## config.mk

```make
export PLATFORM = sky130hd
export DESIGN_NAME = param_universal_shift_register
export DESIGN_NICKNAME = d
export VERILOG_FILES = /design/src/rtl/usr_pkg.sv /design/src/rtl/usr_step_unit.sv /design/src/rtl/param_universal_shift_register.sv
export SDC_FILE = /design/constraint.sdc
export NUM_CORES = 1
export LEC_CHECK = 0
export CAP_MARGIN = 20
export CORE_UTILIZATION = 45
export CTS_BUF_LIST = sky130_fd_sc_hd__clkbuf_16
export DETAILED_ROUTE_END_ITERATION = 8
export GPL_TIMING_DRIVEN = 0
export PLACE_DENSITY = 0.7
export SLEW_MARGIN = 10
export SYNTH_ARGS = -nofsm -noshare
export SYNTH_HDL_FRONTEND = slang
export SYNTH_SLANG_ARGS = --single-unit
export TNS_END_PERCENT = 30
```

## constraint.sdc

```tcl
create_clock -name CLK -period 2.2 [get_ports CLK]
set_clock_uncertainty 0.1 [all_clocks]
set_input_delay 0.44 -clock CLK [delete_from_list [all_inputs] [get_ports CLK]]
set_output_delay 0.44 -clock CLK [all_outputs]
set_load 0.05 [all_outputs]
```

## src/rtl/usr_pkg.sv

```systemverilog
// Shared encodings and helpers for the parametrised universal shift register.
// Mode and state encodings live here so the step unit and the FSM agree on them.
package usr_pkg;

    typedef enum logic [2:0] {
        MODE_LOAD = 3'b000,
        MODE_SHL  = 3'b001,
        MODE_SHR  = 3'b010,
        MODE_ROL  = 3'b011,
        MODE_ROR  = 3'b100,
        MODE_ASR  = 3'b101,
        MODE_NOP0 = 3'b110,
        MODE_NOP1 = 3'b111
    } usr_mode_e;

    typedef enum logic [1:0] {
        ST_IDLE = 2'b00,
        ST_RUN  = 2'b01,
        ST_DONE = 2'b10
    } usr_state_e;

    // Enough bits to express a full flush of WIDTH positions.
    function automatic int usr_default_amt_w(input int width);
        return $clog2(width) + 1;
    endfunction

    // Modes that walk the register one position per step.
    function automatic logic usr_is_stepped(input usr_mode_e m);
        return (m == MODE_SHL) || (m == MODE_SHR) || (m == MODE_ROL) ||
               (m == MODE_ROR) || (m == MODE_ASR);
    endfunction

endpackage

```

## src/rtl/usr_step_unit.sv

```systemverilog
// Combinational next value of the register for a single step of one operation.
module usr_step_unit
    import usr_pkg::*;
#(
    parameter int WIDTH = 8
) (
    input  logic [WIDTH-1:0] q,
    input  usr_mode_e        op,
    input  logic             sin_lsb,
    input  logic             sin_msb,
    input  logic [WIDTH-1:0] load_data,
    output logic [WIDTH-1:0] q_next
);

    always_comb begin
        q_next = q;
        case (op)
            MODE_LOAD: q_next = load_data;
            MODE_SHL:  q_next = {q[WIDTH-2:0], sin_lsb};
            MODE_SHR:  q_next = {sin_msb, q[WIDTH-1:1]};
            MODE_ROL:  q_next = {q[WIDTH-2:0], q[WIDTH-1]};
            MODE_ROR:  q_next = {q[0], q[WIDTH-1:1]};
            MODE_ASR:  q_next = {q[WIDTH-1], q[WIDTH-1:1]};
            default:   q_next = q;
        endcase
    end

endmodule

```

## src/rtl/param_universal_shift_register.sv

```systemverilog
// WIDTH-bit universal shift register: one command runs 1..2^AMT_W-1 single-position
// steps, one per enabled clock, with a start/busy/done handshake.
module param_universal_shift_register
    import usr_pkg::*;
#(
    parameter int WIDTH = 8,
    parameter int AMT_W = usr_default_amt_w(WIDTH)
) (
    input  logic             CLK,
    input  logic             RST_N,
    input  logic             en,
    input  logic             start,
    input  logic [2:0]       mode,
    input  logic [AMT_W-1:0] amt,
    input  logic [WIDTH-1:0] load_data,
    input  logic             sin_lsb,
    input  logic             sin_msb,
    output logic [WIDTH-1:0] q,
    output logic             ser_out_msb,
    output logic             ser_out_lsb,
    output logic             busy,
    output logic             done
);

    usr_state_e       state, state_n;
    usr_mode_e        op_r, op_n, op_sel, mode_in;
    logic [AMT_W-1:0] cnt, cnt_n;
    logic [WIDTH-1:0] q_n, q_step;

    assign mode_in = usr_mode_e'(mode);
    // The first step runs on the accept edge, before op_r holds the new mode.
    assign op_sel  = (state == ST_IDLE) ? mode_in : op_r;

    usr_step_unit #(.WIDTH(WIDTH)) u_step (
        .q         (q),
        .op        (op_sel),
        .sin_lsb   (sin_lsb),
        .sin_msb   (sin_msb),
        .load_data (load_data),
        .q_next    (q_step)
    );

    always_comb begin
        state_n = state;
        op_n    = op_r;
        cnt_n   = cnt;
        q_n     = q;
        if (en) begin
            case (state)
                ST_IDLE: begin
                    if (start) begin
                        op_n    = mode_in;
                        state_n = ST_DONE;
                        if (mode_in == MODE_LOAD) begin
                            q_n = q_step;
                        end else if (usr_is_stepped(mode_in) && amt != '0) begin
                            q_n = q_step;
                            if (amt != AMT_W'(1)) begin
                                cnt_n   = amt - AMT_W'(1);
                                state_n = ST_RUN;
                            end
                        end
                    end
                end
                ST_RUN: begin
                    q_n   = q_step;
                    cnt_n = cnt - AMT_W'(1);
                    if (cnt == AMT_W'(1)) state_n = ST_DONE;
                end
                ST_DONE: state_n = ST_IDLE;
                default: state_n = ST_IDLE;
            endcase
        end
    end

    always_ff @(posedge CLK or negedge RST_N) begin
        if (!RST_N) begin
            state <= ST_IDLE;
            op_r  <= MODE_LOAD;
            cnt   <= '0;
            q     <= '0;
        end else begin
            state <= state_n;
            op_r  <= op_n;
            cnt   <= cnt_n;
            q     <= q_n;
        end
    end

    // done is state-decoded so it naturally holds while en is low.
    assign busy        = (state != ST_IDLE);
    assign done        = (state == ST_DONE);
    assign ser_out_msb = q[WIDTH-1];
    assign ser_out_lsb = q[0];

endmodule

```

==> run summary <==
OUTCOME
--------------------------------------------------------------------------------
Outcome ...........................................................    completed

TIMING
--------------------------------------------------------------------------------
Hold Violations, Final ............................................            0
Tmin final ........................................................      2.16 ns
Final Hold Slack ..................................................     0.393 ns
Maximum achievable frequency ......................................      464 MHz
Worst relative slew slack .........................................        0.480
Count of pins over their slew limit ...............................            0
Final setup violation count .......................................            0
Final worst path period share .....................................        0.981
Slew at the pin closest to its max-slew limit .....................     0.778 ns

YOSYS
--------------------------------------------------------------------------------
Register area share after synthesis ...............................        0.320
Synthesized-area fraction occupied by xor and xnor cells ..........       0.0264
Number of synthesized flops with an enable pin ....................            0
Area share of fa/ha/maj cells after synthesis .....................       0.0377
Area fraction in and, or, nand and nor cells after synthesis ......        0.176
Largest family of logic cells by synthesized area ................. multiplexers
Cell type with the highest aggregate area in the netlist .......... sky130_fd_sc_hd__dfrtp_1
Fraction of post-synthesis cell area in the top cell type by area .        0.320
Mean instance size in the synthesized netlist .....................    9.63 um^2
Number of library cell types mapped by synthesis ..................           37
Total standard cell area after synthesis .......................... 0.00133 mm^2
Dominant register cell in the synthesized netlist ................. sky130_fd_sc_hd__dfrtp_1
Share of async-settable or async-resettable flops after synthesis .         1.00
Post-synth net total ..............................................          163
Compound-gate portion of the synthesized area .....................        0.173
Top area cells in the synthesized netlist ......................... sky130_fd_sc_hd__dfrtp_1 32%, sky130_fd_sc_hd__mux2_2 9.3%, sky130_fd_sc_hd__mux2i_1 8.3%
Synthesis Warnings ................................................            0
Synthesis-stage register bit count ................................           17
Multiplexer share of the synthesized area .........................        0.193
Post-synthesis instance total .....................................          138

FLOORPLANNING
--------------------------------------------------------------------------------
Area of the core region ........................................... 0.00278 mm^2
Height of the die .................................................      56.3 um
I/O pin cnt .......................................................           33
Starting utilization of the core area .............................        0.478
Die width .........................................................      56.3 um
Overall die area .................................................. 0.00317 mm^2
Number of cell rows ...............................................           19

FINISH
--------------------------------------------------------------------------------
Post-Route Utilization ............................................        0.671
Total inserted antenna cells ......................................            0
Synthesis-to-finish area growth ...................................        40.4%
Net count, final ..................................................          203
Share of cells above drive strength 1 .............................        0.254

CRITICAL PATH
--------------------------------------------------------------------------------
CP endpoint kind ..................................................    flip-flop
Data arrival time of the critical path ............................      2.18 ns
Kind of critical path ............................................. primary input to flip-flop
Largest fanout of any net on the critical path ....................            6
Startpoint types .................................................. primary input
Data required, critical path ......................................      2.22 ns

RUN
--------------------------------------------------------------------------------
Number of max-cap violations ......................................            0

DRT
--------------------------------------------------------------------------------
Routed wire length per instance ...................................      16.0 um
Final routed DRC violation total ..................................            0
Routed via count ..................................................         1186
Mean number of vias per cell ......................................         5.70
Final wirelength ..................................................      3320 um
First-pass iteration count of the detailed router .................            4
Antenna Violating Nets Remaining ..................................            0
1st-iter DRT viols ................................................           46

GLOBAL ROUTING
--------------------------------------------------------------------------------
Vias in the first global route ....................................         1204
Global-route wire length before repair ............................      5690 um
GRT Overall Usage .................................................        0.228
Initial antenna violation count ...................................            0
Sum of overflow across all layers after global routing ............            0
Pin count of the biggest net entering global routing ..............           18

CTS
--------------------------------------------------------------------------------
Clock H-tree levels ...............................................            1
TritonCTS buffer count ............................................            3
TritonCTS clock tree ..............................................         done
Number of clock sinks .............................................           17
Root Buffer Master ................................................ sky130_fd_sc_hd__clkbuf_16
Clock latency on the worst-skew pair ..............................      0.25 ns
Reg clk slew, reported paths ......................................      0.06 ns
Max Root-Sink Buffers .............................................            2

PLACE
--------------------------------------------------------------------------------
IO buf count ......................................................           30
Final RePlAce weighted congestion .................................        0.804
HPWL Detailed .....................................................      2330 um

PWR
--------------------------------------------------------------------------------
Pwr Total .........................................................      2.89 mW
Worst ir drop on vdd ..............................................      1110 uV
Static Leak .......................................................     0.812 nW
Power per unit of standard cell area .............................. 1550 mW/mm^2

HOLD PATH
--------------------------------------------------------------------------------
Hold crit path type ............................................... primary input to flip-flop

[power by group]
group	internal (mW)	leakage, nW	total [mW]	switching, mW
combinational	0.831	0.568	1.88	1.05
clock	0.241	0.0423	0.362	0.121
sequential	0.470	0.201	0.650	0.180
total	1.54	0.812	2.89	1.35
[layout by cell type (no fill, tap or decap), drive strengths merged, types with 2 or more instances in the layout]
cell type	n
dfrtp	17
inv	9
or2	2
a211oi	2
nor3	3
mux2i	12
nor2b	2
ha	4
nand2	5
xor2	4
o21ai	12
o22ai	2
buf	13
clkbuf	4
nand3	3
nand2b	4
a22oi	2
mux2	11
dlygate4sd2	3
clkdlybuf4s50	25
a22o	3
nor3b	2
a221oi	2
nor2	12
and3	2
a21oi	8
[logic make-up after synthesis]
group / Yosys count
buffers and inverters: 17
flip-flops: 17
AND/OR/NAND/NOR: 39
XOR/XNOR: 4
adder cells (fa/ha/maj): 4
multiplexers: 23
AO/OA/AOI/OAI: 34
[registers in the layout, summed over array words and instances, names as in the netlist]
name / flops
cnt: 4
q: 8
op_r: 3
state: 2
[layer usage]
metal  wire length (um)  GRT usage  vias to the layer above  part of all wire
li1                   -          -                      576                 -
met2               1610      0.376                       27              0.48
met5                  0          0                        -                 0
met3                104     0.0415                        4             0.031
met1               1570      0.314                      579              0.47
met4                 38     0.0418                        0             0.011
[path summary, 6_finish.rpt]
path	slack (ns)	cells past startpoint	end	startpoint
max in group asynchronous	0.96	1	cnt[1]	RST_N
min in group asynchronous	0.55	1	q[7]	RST_N
min	0.39	3	op_r[2]	mode[2]
min reg2reg	0.47	1	q[3]	q[3]
max reg2reg	0.11	8	q[6]	state[1]
max	0.04	8	q[4]	amt[0]
[repair_timing]
| item | in CTS | in global routing |
|---|---|---|
| endpoints found under the setup margin | 15 | 7 |
| gates resized for setup | 13 | 8 |
| pin swaps | 5 | 3 |
| buffers inserted | 5 | 0 |
| hold buffers | 0 | 0 |
[stage by stage]
stage,TNS [ns],worst slack (ns),instances,cell area (um^2)
6_report,0,0.0425,208,1870
4_1_cts,0,0.0560,208,1830
3_5_place_dp,-6.68,-0.624,199,1670
2_1_floorplan,0,0.128,138,1330
5_1_grt,-0.0189,-0.00821,208,1870
3_3_place_gp,-6.40,-0.582,199,1670
[cell type report]
type / instances / area [um^2]
buffer: 9 / 67.6
clock buffer: 3 / 75.1
clock inverter: 1 / 3.75
fill: 216 / 916
inverter: 8 / 30.0
multi-input combinational: 104 / 885
sequential: 17 / 425
tap: 31 / 38.8
timing repair buffer: 35 / 340
[worst max-delay path: stages]
cell and delay [ns]:
sky130_fd_sc_hd__clkdlybuf4s15_1 0.25, sky130_fd_sc_hd__inv_2 0.10, sky130_fd_sc_hd__ha_4 0.14, sky130_fd_sc_hd__or3b_4 0.39, sky130_fd_sc_hd__a211oi_4 0.34, sky130_fd_sc_hd__nor4_4 0.07, sky130_fd_sc_hd__buf_6 0.15, sky130_fd_sc_hd__mux2_4 0.30
[cell usage after synthesis, types with 3 or more instances]
library cell,instances
sky130_fd_sc_hd__nand3_1,3
sky130_fd_sc_hd__nand2_1,5
sky130_fd_sc_hd__buf_6,3
sky130_fd_sc_hd__a22o_1,3
sky130_fd_sc_hd__nor3_1,3
sky130_fd_sc_hd__dfrtp_1,17
sky130_fd_sc_hd__nor2_1,11
sky130_fd_sc_hd__nand2b_1,4
sky130_fd_sc_hd__o21ai_0,12
sky130_fd_sc_hd__inv_1,7
sky130_fd_sc_hd__a21oi_1,8
sky130_fd_sc_hd__buf_2,3
sky130_fd_sc_hd__mux2i_1,11
sky130_fd_sc_hd__ha_1,4
sky130_fd_sc_hd__xor2_1,4
sky130_fd_sc_hd__mux2_2,11
Note: power is estimated with default switching activity, not from simulation.
